<file path="src/rtl/seq_bin_to_bcd.sv">
// seq_bin_to_bcd: multi-cycle double-dabble converter from an unsigned
// product magnitude to packed BCD, with a start/busy/done handshake.
module seq_bin_to_bcd #(
   parameter int BIN_W  = 15,
   parameter int DIGITS = 5
) (
   input  logic                  sys_clk,
   input  logic                  rst,
   input  logic                  start,
   input  logic [BIN_W-1:0]      bin,
   input  logic                  sign_in,
   output logic                  busy,
   output logic                  done,
   output logic [DIGITS*4-1:0]   bcd,
   output logic                  sign_out
);

   localparam int BCD_W = DIGITS * 4;
   localparam int CNT_W = $clog2(BIN_W + 1);

   typedef enum logic [1:0] {
      IDLE = 2'b01,
      CONV = 2'b10
   } state_t;

   state_t             state;
   logic [BIN_W-1:0]   sh;
   logic [BCD_W-1:0]   scr;
   logic [CNT_W-1:0]   cnt;
   logic               sign_l;

   logic [BCD_W-1:0]       adj;
   logic [BCD_W+BIN_W-1:0] cat;
   logic [BCD_W-1:0]       scr_nxt;
   logic [BIN_W-1:0]       sh_nxt;

   // Add-3 correction on pre-shift digits, then one left shift of the pair.
   always_comb begin
      adj = scr;
      for (int d = 0; d < DIGITS; d++) begin
         if (scr[d*4 +: 4] >= 4'd5)
            adj[d*4 +: 4] = scr[d*4 +: 4] + 4'd3;
      end
      cat = {adj, sh} << 1;
      {scr_nxt, sh_nxt} = cat;
   end

   // Control FSM with registered handshake and result outputs.
   always_ff @(posedge sys_clk or negedge rst) begin
      if (!rst) begin
         state    <= IDLE;
         sh       <= '0;
         scr      <= '0;
         cnt      <= '0;
         sign_l   <= 1'b0;
         busy     <= 1'b0;
         done     <= 1'b0;
         bcd      <= '0;
         sign_out <= 1'b0;
      end else begin
         done <= 1'b0;
         case (state)
            IDLE: begin
               if (start) begin
                  sh     <= bin;
                  scr    <= '0;
                  cnt    <= CNT_W'(BIN_W);
                  sign_l <= sign_in;
                  busy   <= 1'b1;
                  state  <= CONV;
               end
            end
            CONV: begin
               sh  <= sh_nxt;
               scr <= scr_nxt;
               cnt <= cnt - CNT_W'(1);
               if (cnt == CNT_W'(1)) begin
                  bcd      <= scr_nxt;
                  sign_out <= sign_l;
                  done     <= 1'b1;
                  busy     <= 1'b0;
                  state    <= IDLE;
               end
            end
            default: begin
               busy  <= 1'b0;
               cnt   <= '0;
               state <= IDLE;
            end
         endcase
      end
   end

endmodule

</file>
<file path="config.mk">
export PLATFORM = sky130hd
export DESIGN_NAME = seq_bin_to_bcd
export DESIGN_NICKNAME = d
export VERILOG_FILES = /design/src/rtl/seq_bin_to_bcd.sv
export SDC_FILE = /design/constraint.sdc
export NUM_CORES = 1
export LEC_CHECK = 0
export CELL_PAD_IN_SITES_DETAIL_PLACEMENT = 0
export CELL_PAD_IN_SITES_GLOBAL_PLACEMENT = 1
export CORE_MARGIN = 2
export CORE_UTILIZATION = 43
export DETAILED_ROUTE_END_ITERATION = 12
export GPL_TIMING_DRIVEN = 0
export PLACE_DENSITY = 0.91
export SYNTH_ARGS = -nofsm -noshare
export SYNTH_HDL_FRONTEND = slang
export SYNTH_SLANG_ARGS = --single-unit
</file>
<file path="constraint.sdc">
create_clock -name sys_clk -period 2.05 [get_ports sys_clk]
set_input_delay 0.205 -clock sys_clk [delete_from_list [all_inputs] [get_ports sys_clk]]
set_output_delay 0.205 -clock sys_clk [all_outputs]
set_load 0.02 [all_outputs]
</file>
# Word-level counts from Yosys, hierarchy flattened
# Cells that the tools add are included.
# totals
reg_bits	65
input_bits	19
out_inout_bits	23
word_cells	49
# classes
addsub	6
order_cmp	5
eq_ne	5
muxes	19
reduce_logical	5
# op_table
operator	count
20-bit case mux with 2 select lines	1
15-bit case mux with 2 select lines	1
4-bit by 3-bit >= comparator with 1-bit output (second input constant)	5
20-bit two-way mux	1
4-bit two-way mux	5
4-bit by 2-bit adder with 4-bit output (second input constant)	4
15-bit two-way mux	1
4-bit case mux with 2 select lines	1
2-bit AND reduction	4
4-bit by 1-bit == test with 1-bit output (second input constant)	1
1-bit two-way mux	4
2-bit two-way mux	2
2-bit inequality test (second input constant)	2
2-bit case mux with 2 select lines	1
4-bit by 1-bit subtractor with 4-bit output (second input constant)	1
3-bit by 2-bit adder with 3-bit output (second input constant)	1
3-bit two-way mux	1
2-bit by 1-bit == test with 1-bit output (second input constant)	1
2-bit == test (second input constant)	1
1-bit case mux with 2 select lines	1
2-bit nonzero test	1

# Logic depth before layout (Yosys ltp)
# logic_depth
depth_word	3
mapped_depth	8
depth_no_buf	6

# Worst setup path after synthesis
# No wires, ideal clock.
# synth_path
kind	register to register
from	register busy (netlist name)
to	register scr[14]
setup_time_ps	127
t_arrival_ps	1553
required_ps	1923
slack_ps	370
path_stages_with_launch	9
n_path_buf	2
synth_period_minus_slack_ps	1680
path_cell_list	dfrtp_1 -> inv_1 -> ha_1 -> nand2b_2 -> and2_1 -> buf_4 -> buf_6 -> nand2_1 -> o21ai_0
# synth_lines
element	line	text
to (signal assigned)	75	scr <= scr_nxt;
to (decl)	28	logic [BCD_W-1:0] scr;

# Worst setup path after layout
# layout_path
from	register state[0]
to	register scr[11]
# layout_between
elab_chain_len	3
word_cells_on_any_way	6
cone_classes	eq/ne (3); mux (1); reduce/logical (2)
# layout_lines
element	line	text
from (decl)	26	state_t state;
from (signal assigned)	51	state <= IDLE;
from (signal assigned)	70	state <= CONV;
from (signal assigned)	82	state <= IDLE;
2-bit by 1-bit == test with 1-bit output / 2-bit == test (equally long branches)	62	case (state)
2-bit inequality test (no line) / 2-bit nonzero test (equally long branches)	n/a	
2-bit AND reduction (no line)	n/a	
# Parallel ways exist; a longest one is shown, timed or not.
# A chain may end at the register's enable or synchronous reset.

==> impl_results.md <==
* Status: completed
* Count of pins over their slew limit at 0
* Number of buffers on the longest clock path at 2
* Clock period minus final worst setup slack at 1820 ps
* Global-route met1 utilization at 23.4%
* Layout cells sized above 1 at 13.0%
* CP Class: reg -> reg
* Total placed instance area at 3660 um2
* Number of buffers inserted during clock tree synthesis at 9
* Synthesized-area fraction occupied by and/or/nand/nor cells at 11.9%
* Placed cells at 437
* Aggregate global routing overflow at 0
* Hold_ws at 483 ps
* Critical Path Sink Type: register
* Number of synthesized register bits at 64
* Number of vias per cell at ~5.1
* I/O pin cnt at 42
* Final critical-path share of the clock period at 88.8%
* Count of antenna diodes in the layout at 0
* Arrival time at the worst endpoint at 2040 ps
* Actual slew at the worst max-slew pin at 799 ps
* Total of max-cap violations at 0
* DRC violation count after routing at 0
* Weighted congestion at the end of routability-driven global placement at 0.743
* Layout area overhead at 24.2%
* Worst skew pair latency at 330 ps
* Estimated wirelength of the detail-placed design at 4.41 mm
* Worst reg2reg path startpoint: state[0]
* Final Hold Viols at 0
* F_max at around 550 MHz
* TritonCTS clock tree: built
* Overall routing resource usage at approximately 18%
* Non-Filler Instances at between 400 and 500
* Hold bufs inserted after CTS at 1
* Antenna violations before repair at 0
* Die X at approximately 90 um
* Total of buffers placed on input and output ports at 41
* Largest net degree at the start of global routing at 65
* Number of global-route vias before repair at 2,335
* Iter 0 DRT Violations at 120
* CP Max Fanout at 8
* Number of buffers inserted to repair setup after CTS at 0
* Startpoint class of the critical path: register
* Top Usage Layer GRT: met2
* Clk pin slew, worst setup/hold paths at 70 ps
* Share of the synthesized area in the top cell type at approximately half
* Syn Nets at between 300 and 400
* Via count at approximately 2,300
* Routed length per instance at roughly 14 um
* Hold WC Path Type: reg -> reg
* Clock root buffer master: sky130_fd_sc_hd__clkbuf_8
* Wire length of the first global-routing pass at 11.0 mm
* Combinational family with the most area after synthesis: compound AO/OA/AOI/OAI gates
* Remaining max-slew budget at the tightest pin at a little under half
* Multiplexer share of the synthesized area at ~8.1%
* Post-layout instance area at between 3000 and 4000 um2
* Clock Sinks at 64
* Xor/xnor cell area share of the yosys netlist at 1.40%
* Die span in y at between 80 and 90 um
* Average footprint of a synthesized cell at 10.5 um2
* Worst hold start: bcd[6]
* Required time of the worst setup path at 2270 ps
* Commonest cells after routing, fill and taps aside: sky130_fd_sc_hd__dfrtp_1 (63), sky130_fd_sc_hd__nand2_1 (46), sky130_fd_sc_hd__o21ai_1 (45)
* Leading cell types by total area after synthesis: sky130_fd_sc_hd__dfrtp_1 (50%), sky130_fd_sc_hd__o21ai_1 (7.2%), sky130_fd_sc_hd__ha_1 (5.6%)
* Starting density of the core at 43.9%
* Leakage dissipation at 0.00163 uW
* DIE AREA at about 8000 um2
* Synthesized cell area at between 3000 and 4000 um2
* Launching element of the worst setup path: state[0]
* Count of warnings emitted by yosys at 0
* Met2 demand-to-capacity share in global routing at 29.9%
* Core area at 7140 um2
* Number of gates resized after CTS at 0
* Layout Nets at 383
* First-pass detailed-route iteration total at 4
* Post-synthesis cell type count at 35
* CTS H-Tree Depth at 3
* Final setup violation count at 0
* Setup slack on the worst flop-to-flop path at 230 ps
* Post-synth top area cell: sky130_fd_sc_hd__dfrtp_1
* Power density relative to cell area at 1090 nW/um2
* Share of synthesized cell area in full adder, half adder and majority cells at 5.59%
* Highest ir drop seen on vdd at 0.785 mV
* Met3 routing resource usage after global routing at 3.05%
* Wire length after detailed routing at 6.38 mm
* Setup skew after layout at 5.95 ps
* Complex-gate fraction of the synthesized area at 16.9%
* Setup repair after global routing missed its margin: no
* Number of cells produced by synthesis at 297
* Most common cell after layout, fill and taps aside: sky130_fd_sc_hd__dfrtp_1
* Number of nets with antenna violations after detailed routing at 0
* Row count at 31
* Seq/Total Area, Yosys at 51.2%
-- cells by family (layout without fill, tap and decap cells) --
group,Yosys count,after routing
and+or+nand+nor,74,74
adders and majority gates,14,14
AOI/OAI and AO/OA,88,88
DFF,64,64
xor gates and xnor gates,5,5
muxes,24,24
buffers and inverters,28,86
-- layout make-up --
cell class,instances,area (um2)
buffer,13,100
clock buffer,14,183
clock inverter,2,35.0
fill,665,3240
inverter,15,56.3
multi-input combinational,205,1370
sequential,64,1600
tap,99,124
timing repair buffer,42,418
-- worst max-delay path, cell delays in order (launching register included) --
cell	delay, ps
sky130_fd_sc_hd__dfstp_2	550
sky130_fd_sc_hd__ha_1	320
sky130_fd_sc_hd__and2b_4	250
sky130_fd_sc_hd__and2b_1	290
sky130_fd_sc_hd__a32o_1	300
-- final timing paths --
| check | to | cells after the start |
|---|---|---|
| setup / recovery | scr[11] | 4 |
| max in group asynchronous | sh[6] | 2 |
| setup reg to reg | scr[11] | 4 |
| min in group asynchronous | bcd[6] | 2 |
| hold reg to reg | bcd[6] | 2 |
| hold / removal | bcd[6] | 2 |
-- cell usage after synthesis, drive strengths merged --
cell	count
a21boi	2
a21o	1
a21oi	15
a31oi	1
a32o	5
and2	1
and2b	2
buf	10
clkbuf	3
dfrtp	63
dfstp	1
ha	14
inv	15
mux2	10
mux2i	14
nand2	48
nand2b	8
nor2	2
nor2b	2
nor3	1
nor3b	10
o21a	2
o21ai	48
o22ai	9
o31ai	5
xnor2	5
-- registers in the layout, indices dropped and copies added (netlist names) --
register / flops
sh: 15
cnt: 4
busy: 1
bcd: 20
state: 1
sign_out: 1
sign_l: 1
done: 1
scr: 20
-- through the flow --
step	setup TNS, ps	util [%]	power [uW]	worst slack, ps
after global placement	-85250	51.4	3070	-1350
after CTS	0	54.5	4310	225
after floorplan	0	-	2690	370
after global routing	0	54.5	4510	136
after detailed placement	0	51.3	3130	255
final	0	54.5	4250	229
-- power breakdown --
part	total (uW)	internal [uW]	leakage (uW)	switching [uW]
logic	1400	638	0.000666	757
registers	1700	1530	0.000853	168
clock network	1160	694	0.000113	466
total	4250	2860	0.00163	1390
-- routing by layer --
metal	share of wire [%]	up-vias
li1	-	1137
met1	47	1118
met2	49	43
met3	2.9	9
met4	1.4	0
met5	0	-
No activity file was read; power rests on OpenSTA's default activity.
